File: src/rtl/ws2812b_pkg.sv
// Shared WS2812B timing constants (20 MHz clock), pixel RAM geometry and receiver FSM states.
package ws2812b_pkg;

  localparam int unsigned T0HighCyc    = 8;
  localparam int unsigned T1HighCyc    = 16;
  localparam int unsigned BitPeriodCyc = 25;
  localparam int unsigned ResetCyc     = 1000;

  // Receive-side decode thresholds derived from the transmit timing.
  localparam int unsigned HighMinCyc = T0HighCyc / 2;
  localparam int unsigned BitThCyc   = (T0HighCyc + T1HighCyc) / 2;
  localparam int unsigned HighMaxCyc = BitPeriodCyc - 1;

  localparam int unsigned PixelW   = 24;
  localparam int unsigned RamDepth = 512;
  localparam int unsigned RamAw    = 10;

  typedef enum logic [1:0] {
    StSync,
    StWait,
    StHigh
  } rx_state_e;

endpackage

File: src/rtl/ws2812b_pulse_meter.sv
// Synchronizes the serial line, detects edges and measures high/low run lengths.
module ws2812b_pulse_meter #(
  parameter int unsigned HighW = 5,
  parameter int unsigned LowW  = 11
) (
  input  logic             clk_i,
  input  logic             rst_ni,
  input  logic             din_i,
  output logic             rise_o,
  output logic             fall_o,
  output logic [HighW-1:0] high_width_o,
  output logic [LowW-1:0]  low_count_o
);

  logic [1:0]       sync_q, sync_d;
  logic             prev_q, prev_d;
  logic [HighW-1:0] hi_q, hi_d;
  logic [LowW-1:0]  lo_q, lo_d;

  always_comb begin
    sync_d = {sync_q[0], din_i};
    prev_d = sync_q[1];
    hi_d   = '0;
    lo_d   = '0;
    // Each counter restarts when the line leaves its level and saturates at all-ones.
    if (sync_q[1]) begin
      hi_d = (hi_q == '1) ? hi_q : hi_q + 1'b1;
    end else begin
      lo_d = (lo_q == '1) ? lo_q : lo_q + 1'b1;
    end
  end

  always_ff @(posedge clk_i or negedge rst_ni) begin
    if (!rst_ni) begin
      sync_q <= '0;
      prev_q <= 1'b0;
      hi_q   <= '0;
      lo_q   <= '0;
    end else begin
      sync_q <= sync_d;
      prev_q <= prev_d;
      hi_q   <= hi_d;
      lo_q   <= lo_d;
    end
  end

  assign rise_o       = sync_q[1] & ~prev_q;
  assign fall_o       = ~sync_q[1] & prev_q;
  assign high_width_o = hi_q;
  assign low_count_o  = lo_q;

endmodule

File: src/rtl/ws2812b_receiver.sv
// WS2812B stream receiver: decodes NRZ bits into 24-bit pixels and writes them to the pixel RAM.
module ws2812b_receiver
  import ws2812b_pkg::*;
#(
  parameter int unsigned ADDR_WIDTH = RamAw,
  parameter int unsigned PIXEL_MAX  = RamDepth - 1,
  parameter int unsigned HIGH_MIN   = HighMinCyc,
  parameter int unsigned BIT_TH     = BitThCyc,
  parameter int unsigned HIGH_MAX   = HighMaxCyc,
  parameter int unsigned RESET_CNT  = ResetCyc
) (
  input  logic                  CLK,
  input  logic                  RESET,
  input  logic                  DIN,
  output logic [ADDR_WIDTH-1:0] RAM_ADDR,
  output logic [PixelW-1:0]     RAM_WDATA,
  output logic                  RAM_WE,
  output logic                  FRAME_DONE,
  output logic [ADDR_WIDTH:0]   PIXEL_COUNT,
  output logic                  ERR
);

  localparam int unsigned HighW   = $clog2(HIGH_MAX + 1);
  localparam int unsigned LowW    = $clog2(RESET_CNT + 1) + 1;
  localparam int unsigned BitIdxW = $clog2(PixelW);

  localparam logic [HighW-1:0]      HighMinL  = HighW'(HIGH_MIN);
  localparam logic [HighW-1:0]      BitThL    = HighW'(BIT_TH);
  localparam logic [HighW-1:0]      HighMaxL  = HighW'(HIGH_MAX);
  localparam logic [LowW-1:0]       ResetCntL = LowW'(RESET_CNT);
  localparam logic [ADDR_WIDTH-1:0] AddrMaxL  = ADDR_WIDTH'(PIXEL_MAX);
  localparam logic [ADDR_WIDTH:0]   PixMaxL   = (ADDR_WIDTH + 1)'(PIXEL_MAX);
  localparam logic [ADDR_WIDTH:0]   PixSatL   = (ADDR_WIDTH + 1)'(1 << ADDR_WIDTH);
  localparam logic [BitIdxW-1:0]    BitLastL  = BitIdxW'(PixelW - 1);

  logic             rise, fall;
  logic [HighW-1:0] high_width;
  logic [LowW-1:0]  low_count;

  ws2812b_pulse_meter #(
    .HighW (HighW),
    .LowW  (LowW)
  ) u_pulse_meter (
    .clk_i        (CLK),
    .rst_ni       (RESET),
    .din_i        (DIN),
    .rise_o       (rise),
    .fall_o       (fall),
    .high_width_o (high_width),
    .low_count_o  (low_count)
  );

  rx_state_e               state_q, state_d;
  // Holds the first 23 bits; the 24th is merged directly into the write word.
  logic [PixelW-2:0]       sr_q, sr_d;
  logic [BitIdxW-1:0]      bit_idx_q, bit_idx_d;
  logic [ADDR_WIDTH-1:0]   addr_q, addr_d;
  logic [ADDR_WIDTH:0]     pix_cnt_q, pix_cnt_d;
  logic                    pix_done_q, pix_done_d;
  logic                    we_q, we_d;
  logic [PixelW-1:0]       wdata_q, wdata_d;
  logic                    done_q, done_d;
  logic [ADDR_WIDTH:0]     pixel_count_q, pixel_count_d;
  logic                    err_q, err_d;

  logic reset_code, high_over, bit_val;

  assign reset_code = (low_count == ResetCntL);
  assign high_over  = (high_width >= HighMaxL);
  assign bit_val    = (high_width >= BitThL);

  always_ff @(posedge CLK or negedge RESET) begin
    if (!RESET) begin
      state_q <= StSync;
    end else begin
      state_q <= state_d;
    end
  end

  always_comb begin
    state_d = state_q;
    unique case (state_q)
      StSync:  if (reset_code) state_d = StWait;
      StWait:  if (rise) state_d = StHigh;
      StHigh: begin
        if (high_over) begin
          state_d = StSync;
        end else if (fall) begin
          state_d = StWait;
        end
      end
      default: state_d = StSync;
    endcase
  end

  always_comb begin
    sr_d          = sr_q;
    bit_idx_d     = bit_idx_q;
    addr_d        = addr_q;
    pix_cnt_d     = pix_cnt_q;
    pix_done_d    = 1'b0;
    we_d          = 1'b0;
    wdata_d       = wdata_q;
    done_d        = 1'b0;
    pixel_count_d = pixel_count_q;
    err_d         = err_q;

    // Advance the pixel index the cycle after a pixel completes, written or not.
    if (pix_done_q) begin
      if (addr_q != AddrMaxL) addr_d = addr_q + 1'b1;
      if (pix_cnt_q != PixSatL) pix_cnt_d = pix_cnt_q + 1'b1;
    end

    unique case (state_q)
      StWait: begin
        if (reset_code) begin
          done_d        = 1'b1;
          pixel_count_d = pix_cnt_q;
          addr_d        = '0;
          bit_idx_d     = '0;
          pix_cnt_d     = '0;
          sr_d          = '0;
          if (bit_idx_q != '0) err_d = 1'b1;
        end else if (rise && pix_cnt_q == '0) begin
          err_d = 1'b0;
        end
      end
      StHigh: begin
        if (high_over) begin
          err_d     = 1'b1;
          addr_d    = '0;
          bit_idx_d = '0;
          pix_cnt_d = '0;
          sr_d      = '0;
        end else if (fall && high_width >= HighMinL) begin
          sr_d = {sr_q[PixelW-3:0], bit_val};
          if (bit_idx_q == BitLastL) begin
            bit_idx_d  = '0;
            pix_done_d = 1'b1;
            if (pix_cnt_q > PixMaxL) begin
              err_d = 1'b1;
            end else begin
              we_d    = 1'b1;
              wdata_d = {sr_q, bit_val};
            end
          end else begin
            bit_idx_d = bit_idx_q + 1'b1;
          end
        end
      end
      default: ;
    endcase
  end

  always_ff @(posedge CLK or negedge RESET) begin
    if (!RESET) begin
      sr_q          <= '0;
      bit_idx_q     <= '0;
      addr_q        <= '0;
      pix_cnt_q     <= '0;
      pix_done_q    <= 1'b0;
      we_q          <= 1'b0;
      wdata_q       <= '0;
      done_q        <= 1'b0;
      pixel_count_q <= '0;
      err_q         <= 1'b0;
    end else begin
      sr_q          <= sr_d;
      bit_idx_q     <= bit_idx_d;
      addr_q        <= addr_d;
      pix_cnt_q     <= pix_cnt_d;
      pix_done_q    <= pix_done_d;
      we_q          <= we_d;
      wdata_q       <= wdata_d;
      done_q        <= done_d;
      pixel_count_q <= pixel_count_d;
      err_q         <= err_d;
    end
  end

  assign RAM_ADDR    = addr_q;
  assign RAM_WDATA   = wdata_q;
  assign RAM_WE      = we_q;
  assign FRAME_DONE  = done_q;
  assign PIXEL_COUNT = pixel_count_q;
  assign ERR         = err_q;

endmodule

File: config.mk
export PLATFORM = sky130hd
export DESIGN_NAME = ws2812b_receiver
export DESIGN_NICKNAME = d
export VERILOG_FILES = /design/src/rtl/ws2812b_pkg.sv /design/src/rtl/ws2812b_pulse_meter.sv /design/src/rtl/ws2812b_receiver.sv
export SDC_FILE = /design/constraint.sdc
export NUM_CORES = 1
export LEC_CHECK = 0
export CORE_MARGIN = 2
export CORE_UTILIZATION = 40
export DETAILED_ROUTE_END_ITERATION = 10
export GPL_ROUTABILITY_DRIVEN = 0
export HOLD_SLACK_MARGIN = 0.02
export SLEW_MARGIN = 15
export SYNTH_ARGS = -nofsm -noshare
export SYNTH_HDL_FRONTEND = slang
export SYNTH_SLANG_ARGS = --single-unit
File: constraint.sdc
create_clock -name CLK -period 2.15 [get_ports CLK]
set_input_delay 0.215 -clock CLK [delete_from_list [all_inputs] [get_ports CLK]]
set_output_delay 0.215 -clock CLK [all_outputs]
set_load 0.01 [all_outputs]
==> results of run 1 <==
-- cell families after synthesis --
group	synth area share, %
multiplexers	8.526
buffers and inverters	3.385
flip-flops	55.48
XOR/XNOR	4.632
AO/OA/AOI/OAI	7.611
adder cells (fa/ha/maj)	3.563
AND/OR/NAND/NOR	16.80
-- cell usage in the layout (no fill, tap or decap), types with 2 or more instances in the layout --
cell	n
nand2b_1	3
inv_1	13
nor2b_1	4
and4_1	2
nand4b_1	4
ha_1	12
mux2i_1	7
nand2_1	64
mux2_2	31
and2_1	4
nand3_1	8
buf_6	3
buf_4	23
o21ai_2	5
nand4_1	10
clkdlybuf4s50_1	49
clkbuf_16	13
a21oi_1	9
buf_12	4
a41oi_1	2
and3_1	11
nor4_1	2
xnor2_1	9
o21ai_0	12
nand2_2	6
a31oi_1	5
nor2_1	44
o21ai_1	16
nor3_1	5
xor2_1	17
o31ai_1	3
clkinv_4	4
dfrtp_1	109
-- stage by stage --
stage | setup TNS, ps | worst slack [ps]
2_1_floorplan | -324.5 | -32.98
3_3_place_gp | 0 | 5.017
3_5_place_dp | -422.6 | -55.46
4_1_cts | -35.70 | -16.01
5_1_grt | -2588 | -124.3
6_report | -190.3 | -55.36
-- repair_timing --
action                     in CTS  in global routing
setup endpoints to repair      20                 51
gates cloned                    0                  8
hold buffers                    1                  0
pin swaps                       0                  4
hold endpoints to repair       17                  0
buffers inserted                0                  6
resized for setup               2                 20
-- layer usage --
metal	part of all wire, %	up-vias
li1	-	1728
met1	47	1680
met2	48	75
met3	3.6	9
met4	1.3	0
met5	0	-
-- path summary, 6_finish.rpt --
| check | to | slack [ps] | cells after the start |
|---|---|---|---|
| setup / recovery | bit_idx_q[3]$_DFFE_PN0P_ | -60 | 7 |
| hold reg to reg | u_pulse_meter.sync_q[1]$_DFF_PN0_ | 350 | 0 |
| min in group CLK | u_pulse_meter.sync_q[0]$_DFF_PN0_ | 300 | 1 |
| max in group asynchronous | pix_cnt_q[3]$_DFF_PN0_ | 1270 | 3 |
| setup reg to reg | bit_idx_q[3]$_DFFE_PN0P_ | -60 | 7 |
| hold / removal | RAM_WDATA[20]$_DFFE_PN0P_ | 280 | 2 |
-- flip-flops by register name, indices dropped and copies added (netlist names), 2 cells and up --
signal                      count
RAM_WDATA                      24
sr_q                           23
PIXEL_COUNT                    11
pix_cnt_q                      11
u_pulse_meter.low_count_o      11
RAM_ADDR                       10
bit_idx_q                       5
u_pulse_meter.high_width_o      5
state_q                         2
u_pulse_meter.sync_q            2
-- report_power, final --
| part | internal [µW] | total [µW] | leakage (µW) | switching (µW) |
|---|---|---|---|---|
| clock | 826 | 1590 | 0.000139 | 761 |
| combinational | 36.9 | 100 | 0.00118 | 63.6 |
| sequential | 2060 | 2070 | 0.00151 | 9.11 |
-- final cells by class --
type	instances	area (µm²)
clock inverter	6	47.55
sequential	109	2728
clock buffer	10	239.0
inverter	15	61.31
timing repair buffer	85	902.1
tap	147	183.9
multi-input combinational	315	2116
fill	1071	5734
==> impl_metrics.json, run 1 <==
{
  "cpPeakStageDelay_ps": 540,
  "syn_area_um2": 4916,
  "wl_per_cell_um": 14.75,
  "grt_use_total_pct": 15.10,
  "max_clock_freq_ghz": 0.4534,
  "drt_first_pass_iters": 4,
  "period_share_pct": 102.6,
  "critical_path.slowest_cell": "or4_4",
  "setup_slack_ps": -55.36,
  "worstPathArrival_ps": 2440,
  "grt_overflow": 0,
  "vdd.ir_drop.worst_mv": 0.3607,
  "yosysUniqueCellTypes": 45,
  "gr-usage-met2_pct": 24.00,
  "synth_top_area_share_pct": 55.48,
  "antenna_left": 0,
  "maxCapViolCount": 0,
  "drtIter0Drc": 166,
  "insertedDiodeCount": 0,
  "num_io_pins": 51,
  "power_uw": 3757,
  "setup_viol": 9,
  "core_um2": 12010,
  "dp_cells": 656,
  "crit_required_ps": 2380,
  "die_w_um": 114.9,
  "grtUsageMet3_pct": 3.954,
  "utilization_pct": 52.26,
  "synth_seq_area_share_pct": 55.48,
  "min_path_type": "in -> async",
  "dpl_cell_area_um2": 5727,
  "crit_path_max_fanout": 5,
  "synth_flop_cell": "dfrtp_1",
  "cts_tree": "done",
  "io_buffers": 50,
  "nets": 552,
  "busiest_layer": "met2",
  "drt_wl_total_um": 10130,
  "dr_total_vias": 3492,
  "drc": 0,
  "cts_root_buffer": "clkbuf_16",
  "fin_skew_ps": 7.317,
  "whs_ps": 279.0,
  "area_growth_pct": 27.69,
  "synth_nets": 473,
  "endpoint_kind": "register",
  "clk_path_buf_depth": 2,
  "synth_area_leader_cell": "dfrtp_1",
  "crit_family": "simple AND/OR/NAND/NOR gates",
  "layout_min_cycle_time_ps": 2205,
  "synth_most_common_cell": "dfrtp_1",
  "tightest_slew_ps": 731.2,
  "startpoint_type": "register",
  "viasPerCell": 5.083,
  "relSlewSlack_pct": 50.74,
  "clk_latency_ps": 350,
  "drive_gt1_share_pct": 19.81,
  "avgSynthCellArea_um2": 10.78,
  "grtUsageMet1_pct": 20.18,
  "p_leak_uw": 0.002834,
  "grt_pass1_wl_um": 16010,
  "first_global_vias": 3328,
  "synth_top_cells_by_area": "dfrtp_1 (55%), mux2_2 (7.1%), nand2_1 (5.3%), ha_1 (3.6%), nor2_1 (3.4%)",
  "path_buf_inv": 2,
  "synth_seq_cells": 109,
  "syn-instance-count": 456,
  "startpoint": "u_pulse_meter.low_count_o[0]$_DFFE_PN0P_",
  "crit_type": "reg -> reg",
  "row_count": 40,
  "power.density_nw_per_um2": 598.4,
  "outcome": "finished, violations left",
  "antenna_found_initial": 0,
  "dieArea_um2": 13190,
  "die_h_um": 114.9,
  "synth_async_sr_flop_share_pct": 100.0,
  "numCtsBuffers": 9,
  "grt_setup_unrepaired": "yes",
  "hold_viol_final": 0,
  "slew_violations": 0,
  "violations": "negative setup slack",
  "timing.rr.start": "u_pulse_meter.low_count_o[0]$_DFFE_PN0P_",
  "stdcell_count": 687,
  "grt_max_degree": 47,
  "dpl.hpwl_um": 6432,
  "stdcell_area_um2": 6277,
  "yosys_warnings": 0,
  "synth-edff-count": 0,
  "crit_chain": "inv_1, ha_1, or3b_4, or4_4, clkinv_4, o21ai_4, o41ai_1",
  "cts_sinks": 109,
  "ys_top_cells_by_count": "dfrtp_1 (109), nand2_1 (70), nor2_1 (44)",
  "start_util_pct": 40.93,
  "clkTransAtPathRegs_ps": 70,
  "htreeDepth": 3
}
No activity file was read; power rests on OpenSTA's default activity.
==> inputs of run 2 (changes only) <==
- CTS_CLUSTER_SIZE: not set -> 30
==> results of run 2 <==
No change in the layout: final DEF, timing and power equal those of run 1.
